[src/rtl/cordic_vectoring.sv]
// -----------------------------------------------------------------------------
// cordic_vectoring
//
// Iterative CORDIC engine in vectoring mode: takes a signed 2.19 fixed-point
// vector (x, y) and returns atan2(y, x) in radians (signed 3.19, range
// (-pi, +pi]) together with the vector magnitude (signed 4.19, always >= 0).
// One micro-rotation is performed per clock. Both sides use a valid/ready
// handshake, and only one operation is in flight at a time.
//
// Optional feature (compile-time macro CORDIC_GAIN_COMP_EN):
//   defined   - an extra SCALE cycle multiplies the final x by 1/K, so mag_out
//               is the true magnitude |v|.
//   undefined - no multiplier; mag_out is the raw CORDIC x (about 1.64676*|v|).
//
// Ports:
//   clk        in   clock, all logic on the rising edge
//   rst        in   synchronous active-low reset
//   in_valid   in   x_in / y_in hold a valid operand
//   in_ready   out  engine is idle and can accept an operand
//   x_in       in   signed 2.19 x component  [WORD_LENGTH]
//   y_in       in   signed 2.19 y component  [WORD_LENGTH]
//   out_valid  out  angle_out / mag_out hold a result
//   out_ready  in   consumer takes the result
//   angle_out  out  signed 3.19 atan2(y, x)  [WORD_LENGTH+1]
//   mag_out    out  signed 4.19 magnitude    [WORD_LENGTH+2]
// -----------------------------------------------------------------------------
module cordic_vectoring #(
    parameter int WORD_LENGTH  = 21,
    parameter int N_ITERATIONS = 17
) (
    input  logic                   clk,
    input  logic                   rst,
    input  logic                   in_valid,
    output logic                   in_ready,
    input  logic [WORD_LENGTH-1:0] x_in,
    input  logic [WORD_LENGTH-1:0] y_in,
    output logic                   out_valid,
    input  logic                   out_ready,
    output logic [WORD_LENGTH:0]   angle_out,
    output logic [WORD_LENGTH+1:0] mag_out
);

    // Internal width: two guard bits above the input format keep the CORDIC
    // growth (|v| * 1.647 < 4.66) and +/-pi inside range without saturation.
    localparam int IW = WORD_LENGTH + 2;

    localparam logic signed [IW-1:0] PI_2 = IW'(823550);

    typedef enum logic [2:0] {
        IDLE,
        FOLD,
        ITER,
`ifdef CORDIC_GAIN_COMP_EN
        SCALE,
`endif
        DONE
    } state_t;

    // atan(2^-i) in 19 fraction bits.
    function automatic logic signed [IW-1:0] alpha(input logic [4:0] idx);
        case (idx)
            5'd0:    alpha = IW'(411775);
            5'd1:    alpha = IW'(243085);
            5'd2:    alpha = IW'(128439);
            5'd3:    alpha = IW'(65198);
            5'd4:    alpha = IW'(32725);
            5'd5:    alpha = IW'(16379);
            5'd6:    alpha = IW'(8191);
            5'd7:    alpha = IW'(4096);
            5'd8:    alpha = IW'(2048);
            5'd9:    alpha = IW'(1024);
            5'd10:   alpha = IW'(512);
            5'd11:   alpha = IW'(256);
            5'd12:   alpha = IW'(128);
            5'd13:   alpha = IW'(64);
            5'd14:   alpha = IW'(32);
            5'd15:   alpha = IW'(16);
            5'd16:   alpha = IW'(8);
            default: alpha = '0;
        endcase
    endfunction

    state_t                 state_q;
    logic signed [IW-1:0]   x_q, y_q, z_q;
    logic [4:0]             iter_q;
    logic                   in_ready_q, out_valid_q;
    logic [WORD_LENGTH:0]   angle_q;
    logic [IW-1:0]          mag_q;

    logic signed [IW-1:0]   x_sh, y_sh;
    logic signed [IW-1:0]   x_d, y_d, z_d;
    logic                   last_iter;

    assign last_iter = (iter_q == 5'(N_ITERATIONS - 1));

    // One micro-rotation driving y toward zero; every update uses the old x/y.
    // NOTE: each output gets a default at the top so no path leaves a latch.
    always_comb begin
        x_sh = x_q >>> iter_q;
        y_sh = y_q >>> iter_q;
        x_d  = x_q;
        y_d  = y_q;
        z_d  = z_q;
        if (!y_q[IW-1]) begin
            x_d = x_q + y_sh;
            y_d = y_q - x_sh;
            z_d = z_q + alpha(iter_q);
        end else begin
            x_d = x_q - y_sh;
            y_d = y_q + x_sh;
            z_d = z_q - alpha(iter_q);
        end
    end

`ifdef CORDIC_GAIN_COMP_EN
    // Gain compensation: x * (1/K) with 1/K = 318375 / 2^19, product kept at
    // full width and then truncated back to the internal width.
    localparam int PW = IW + 21;
    localparam logic signed [PW-1:0] INV_K = PW'(318375);

    logic signed [PW-1:0] x_ext;
    logic signed [PW-1:0] scale_prod;
    logic signed [IW-1:0] x_scaled;

    assign x_ext      = {{(PW-IW){x_q[IW-1]}}, x_q};
    assign scale_prod = x_ext * INV_K;
    assign x_scaled   = scale_prod[IW+18:19];
`endif

    // NOTE: state is updated with non-blocking assignments so every register
    // sees the values from before this edge.
    always_ff @(posedge clk) begin
        if (!rst) begin
            state_q     <= IDLE;
            in_ready_q  <= 1'b1;
            out_valid_q <= 1'b0;
            angle_q     <= '0;
            mag_q       <= '0;
            // NOTE: x/y/z/iter are always loaded before they are used, so
            // they are deliberately left out of reset.
        end else begin
            case (state_q)
                IDLE: begin
                    if (in_valid && in_ready_q) begin
                        x_q        <= {{2{x_in[WORD_LENGTH-1]}}, x_in};
                        y_q        <= {{2{y_in[WORD_LENGTH-1]}}, y_in};
                        z_q        <= '0;
                        in_ready_q <= 1'b0;
                        state_q    <= FOLD;
                    end
                end

                FOLD: begin
                    iter_q <= '0;
                    if (x_q == '0 && y_q == '0) begin
                        // Zero vector: the rotations would leave z at the sum
                        // of all alphas, so report 0 directly.
                        z_q <= '0;
`ifdef CORDIC_GAIN_COMP_EN
                        state_q <= SCALE;
`else
                        angle_q     <= '0;
                        mag_q       <= '0;
                        out_valid_q <= 1'b1;
                        state_q     <= DONE;
`endif
                    end else begin
                        // Left half-plane: pre-rotate by +/-90 deg so the
                        // iterations only need to cover (-pi/2, pi/2).
                        // y == 0 folds upward, so the result is +pi, not -pi.
                        if (x_q[IW-1] && !y_q[IW-1]) begin
                            x_q <= y_q;
                            y_q <= -x_q;
                            z_q <= PI_2;
                        end else if (x_q[IW-1] && y_q[IW-1]) begin
                            x_q <= -y_q;
                            y_q <= x_q;
                            z_q <= -PI_2;
                        end
                        state_q <= ITER;
                    end
                end

                ITER: begin
                    x_q    <= x_d;
                    y_q    <= y_d;
                    z_q    <= z_d;
                    iter_q <= iter_q + 5'd1;
                    if (last_iter) begin
`ifdef CORDIC_GAIN_COMP_EN
                        state_q <= SCALE;
`else
                        angle_q     <= z_d[WORD_LENGTH:0];
                        mag_q       <= x_d;
                        out_valid_q <= 1'b1;
                        state_q     <= DONE;
`endif
                    end
                end

`ifdef CORDIC_GAIN_COMP_EN
                SCALE: begin
                    x_q         <= x_scaled;
                    angle_q     <= z_q[WORD_LENGTH:0];
                    mag_q       <= x_scaled;
                    out_valid_q <= 1'b1;
                    state_q     <= DONE;
                end
`endif

                DONE: begin
                    if (out_ready) begin
                        out_valid_q <= 1'b0;
                        in_ready_q  <= 1'b1;
                        state_q     <= IDLE;
                    end
                end

                default: begin
                    out_valid_q <= 1'b0;
                    in_ready_q  <= 1'b1;
                    state_q     <= IDLE;
                end
            endcase
        end
    end

    assign in_ready  = in_ready_q;
    assign out_valid = out_valid_q;
    assign angle_out = angle_q;
    assign mag_out   = mag_q;

endmodule

[config.mk]
export PLATFORM = sky130hd
export DESIGN_NAME = cordic_vectoring
export DESIGN_NICKNAME = d
export VERILOG_FILES = /design/src/rtl/cordic_vectoring.sv
export SDC_FILE = /design/constraint.sdc
export NUM_CORES = 1
export LEC_CHECK = 0
export BUFFER_PORTS_ARGS = -buffer_cell sky130_fd_sc_hd__clkbuf_2
export CAP_MARGIN = 20
export CORE_AREA = 10 10 233 235
export CTS_CLUSTER_DIAMETER = 200
export DETAILED_ROUTE_END_ITERATION = 10
export DIE_AREA = 0 0 243 245
export PLACE_DENSITY = 0.46
export SLEW_MARGIN = 20
export SYNTH_ARGS = -nofsm -noshare
export SYNTH_HDL_FRONTEND = slang
export SYNTH_SLANG_ARGS = --single-unit
[constraint.sdc]
create_clock -name clk -period 7.22 [get_ports clk]
set_clock_uncertainty 0.15 [all_clocks]
set_input_delay 0.722 -clock clk [delete_from_list [all_inputs] [get_ports clk]]
set_output_delay 0.722 -clock clk [all_outputs]
set_load 0.05 [all_outputs]
==> metrics list <==
* Number of buffers added for setup after CTS: 0
- Via count: about 14000
* Hold-critical path endpoint: mag_out[1]
- The final max-slew violation count was 0.
- The initial antenna violation count was 2.
- The final number of hold-violating endpoints was 0.
- GR met2 Demand/Resource: between 20% and 30%
- Of the available clock period, the critical path in the final layout requires 87.2%.
- Cell Chain, Critical Path: buf_4 > buf_4 > mux4_2 > mux2_2 > mux4_2 > inv_1 > ha_1 > nand4_1 > and2_1 > xnor2_1 > ha_1 > a21oi_1 > o22a_1 > o2111ai_1 > a31o_2 > or4_1 > a31o_2 > a41oi_1 > nor4_1 > a211o_1
* Footprint of the flip-flops and latches: 0.00355 mm^2
* Post-route design area: approximately 0.016 mm^2
- Post-Synth Simple-Gate Area: between 20% and 30%
* Total standard cell area after synthesis: roughly 0.015 mm^2
- Number of synthesized register bits: approximately 140
* Max Freq: about 160 MHz
- After Yosys synthesis, full adders, half adders and majority gates account for approximately 7.9% of the synthesized area.
- Hold buffer count at cts: 0
- Hold Crit Start: mag_out[1]
- Adding up every negative setup slack in the final design gives 0 ns.
- Core area: 0.0497 mm^2
* Worst reg2reg path endpoint: y_q[21]
* Wire length per cell: about 22 um
- For this run, the slowest stage of the critical path takes ~0.68 ns.
- Clock transition time at the flip-flop clock pins of the worst setup and hold paths: about 0.070 ns
* Net count, final: 1953
- Via-per-instance ratio: between 5 and 6
- Headroom to the max-slew limit came out at a little over a quarter.
* RSZ-0062 raised after global routing: false
- Setup Crit Path Kind: register to register
- Number of cells on the worst hold path: 2
- Most common flop cell mapped by yosys: sky130_fd_sc_hd__edfxtp_1
- Width of the die: about 240 um
- The die covers 0.0595 mm^2.
- Filler cells: between 5000 and 6000
- By area, the combinational part of the netlist is dominated by compound AO/OA/AOI/OAI gates.
- The tree is rooted in a sky130_fd_sc_hd__clkbuf_16.
- The average instance in the mapped netlist occupies 8.24 um^2.
* Worst reg-to-reg setup slack: 0.92 ns
- DP HPWL: roughly 40 mm
* Actual transition at the worst max-transition pin: ~1.1 ns
- Cells on worst reg2reg path: 20
- Total congestion overflow: 0
* Clk sinks: roughly 140
- Number of buffers added on ports: 92
* Mux cell area share after synthesis: a little under an eighth
- Area added between synthesis and finish: 12.1%
- Total of warnings raised by yosys: 0
- Met1 routing resource usage after global routing: about a quarter
* Area share of the leading cell type in the synthesized netlist: about 15%
- The multi-input combinational cells in the finished layout cover a total of between 0.01 and 0.015 mm^2.
- Cell types occupying the most area after synthesis: sky130_fd_sc_hd__edfxtp_1 15%, sky130_fd_sc_hd__dfxtp_1 9.3%, sky130_fd_sc_hd__ha_1 7.5%, sky130_fd_sc_hd__mux4_2 6.8%, sky130_fd_sc_hd__xnor2_1 5.7%
- The synthesized design contains 73 enable-type register cells.
- When the netlist entered floorplanning its net count stood at ~1900.
- Routability-driven placement finished with a final weighted congestion of 0.877.
- The slowest stage of the critical path belongs to the cell sky130_fd_sc_hd__edfxtp_1.
- The later pin in the worst-skew pair is clocked with a latency of roughly 0.45 ns.
- Kind of end point of the critical path: register
- In this run the cell area measured after placement is between 0.015 and 0.02 mm^2.
* Number of antenna-violating nets in the routed design: 0
- Reg2Reg Launch Point: iter_q[1]
* Crit Path Max Fanout: 17
* Drt total wl: 54.7 mm
- For this run, global-route usage on met3 was measured as ~2.4%.
- The synthesized netlist devotes a little under a quarter of its cell area to compound gates.
* # resized after CTS: 0
- Layer with the highest usage after global routing: met2
- Data on the critical path arrives at its endpoint at between 6 and 7 ns.
- The H-tree was split into 4 levels.
* Std-Cell Rows: approximately 80
- The first global-routing pass estimated between 80 and 90 mm of wire.
- Seq/Total Area, Yosys: 24.2%
* Number of global-route vias before repair: approximately 14000
- I/O pin count: slightly above 90
- Die height: between 200 and 250 um
- Required time of the worst setup path: approximately 7.3 ns
- Clock period minus worst slack: 6.30 ns
- Number of different library cells in the post-synthesis netlist: 92
- The initial utilization of the core area, before any placement, comes to approximately 30%.
* Drc violations: 0
- Drt initial violations: about 1300
- Global router's overall resource usage: roughly 18%
- Entering global routing, the biggest net connects 72 pins.
- In the final layout, the share of cells above drive strength 1 is between 10% and 20%.
- Path type of the worst min-delay path: register to register
* Synthesized instance count: about 1800
* Run status: finished, final reports clean
* TritonCTS buffer count: 17
* Number of max-cap violations: 0
- The worst setup path is launched from a register.
* Clock tree buffer depth: 2
* Diode insertion count for antenna repair: 0
- Area share of xor/xnor cells in the synthesized design: about 8%
- Final setup viols: 0
* Clock tree from TritonCTS: built
- Asr flop ratio synth: 0%
- sky130_fd_sc_hd__edfxtp_1 takes more of the synthesized area than any other cell.
* Detailed-router iteration count before antenna repair: 5
-- placed cells by master, fill, tap and decap left out, types with 21 or more instances in the layout --
| cell type | count |
|---|---|
| sky130_fd_sc_hd__a21boi_0 | 38 |
| sky130_fd_sc_hd__a21o_1 | 21 |
| sky130_fd_sc_hd__mux2i_1 | 38 |
| sky130_fd_sc_hd__a31oi_1 | 30 |
| sky130_fd_sc_hd__and2_1 | 29 |
| sky130_fd_sc_hd__nor3_1 | 47 |
| sky130_fd_sc_hd__nand2_1 | 180 |
| sky130_fd_sc_hd__nor2b_1 | 25 |
| sky130_fd_sc_hd__edfxtp_1 | 73 |
| sky130_fd_sc_hd__a22oi_1 | 28 |
| sky130_fd_sc_hd__xor2_1 | 38 |
| sky130_fd_sc_hd__o21ai_0 | 85 |
| sky130_fd_sc_hd__nor2_1 | 177 |
| sky130_fd_sc_hd__dfxtp_1 | 68 |
| sky130_fd_sc_hd__a21oi_1 | 144 |
| sky130_fd_sc_hd__buf_4 | 45 |
| sky130_fd_sc_hd__ha_1 | 85 |
| sky130_fd_sc_hd__mux4_2 | 44 |
| sky130_fd_sc_hd__xnor2_1 | 96 |
| sky130_fd_sc_hd__inv_1 | 53 |
| sky130_fd_sc_hd__clkbuf_2 | 92 |
| sky130_fd_sc_hd__nand3_1 | 46 |
-- kinds of logic after synthesis --
group,Yosys count
flops,141
simple gates,620
buf+inv,176
fa+ha+maj,91
mux,102
xor+xnor,135
compound gates,513
-- area by class of cell --
class                      instances  share of cell area (%)
sequential                       141                    21.6
clock inverter                    10                   0.662
inverter                          58                    1.32
multi-input combinational       1461                    63.2
clock buffer                      22                    3.21
timing repair buffer             137                    4.86
tap                              672                    5.12
-- critical path: cells and delay by family, from the launching register on --
family,cells,cell delay [ns]
mux,3,1.13
compound gates,7,1.63
simple gates,4,1.01
flops,1,0.68
fa+ha+maj,2,0.48
xor+xnor,1,0.22
buf+inv,3,0.71
-- worst max path at each step --
stage | from | endpoint | depth (start not counted)
final | iter_q[1] | y_q[21] | 20
after global routing | iter_q[0] | x_q[21] | 19
after CTS | iter_q[1] | y_q[21] | 20
after detailed placement | iter_q[1] | y_q[21] | 20
after global placement | iter_q[1] | y_q[22] | 21
after floorplan | iter_q[1] | x_q[21] | 24
-- layer usage --
metal	part of all wire, %	vias up
li1	-	6646
met1	46	6838
met2	45	513
met3	6.4	57
met4	2.2	2
met5	0.024	-
-- Yosys cell counts (all sizes together), types with 7 or more instances --
| cell | instances |
|---|---|
| buf | 39 |
| and3 | 17 |
| edfxtp | 73 |
| nand2 | 180 |
| xor2 | 38 |
| mux2i | 38 |
| mux2 | 16 |
| nand3 | 46 |
| a211o | 8 |
| clkbuf | 79 |
| o31ai | 16 |
| nor3b | 7 |
| mux4 | 48 |
| ha | 88 |
| nand2b | 13 |
| a211oi | 13 |
| nand4 | 10 |
| nor3 | 48 |
| o21a | 20 |
| nor4 | 15 |
| or3 | 19 |
| dfxtp | 68 |
| nor2 | 178 |
| inv | 57 |
| a31oi | 30 |
| or4 | 10 |
| a21boi | 39 |
| and2 | 29 |
| a22oi | 29 |
| a21o | 21 |
| o211ai | 12 |
| xnor2 | 96 |
| o21ai | 90 |
| a21oi | 145 |
| nor2b | 26 |
| o22ai | 13 |
| or2 | 7 |
-- through the flow --
step                      std cells  worst slack, ns  util, %  hold slack (ns)
final                          2501            0.924     33.1            0.313
after global routing           2501            0.462     33.1            0.333
after CTS                      2501            0.898     33.1            0.318
after detailed placement       2469            0.921     31.8            0.308
after global placement         2469             1.04     31.8            0.305
after floorplan                1778             1.92        -            0.378
Power is not shown: default switching activity piles up to over one toggle a cycle in this logic, so the estimate is an artifact.
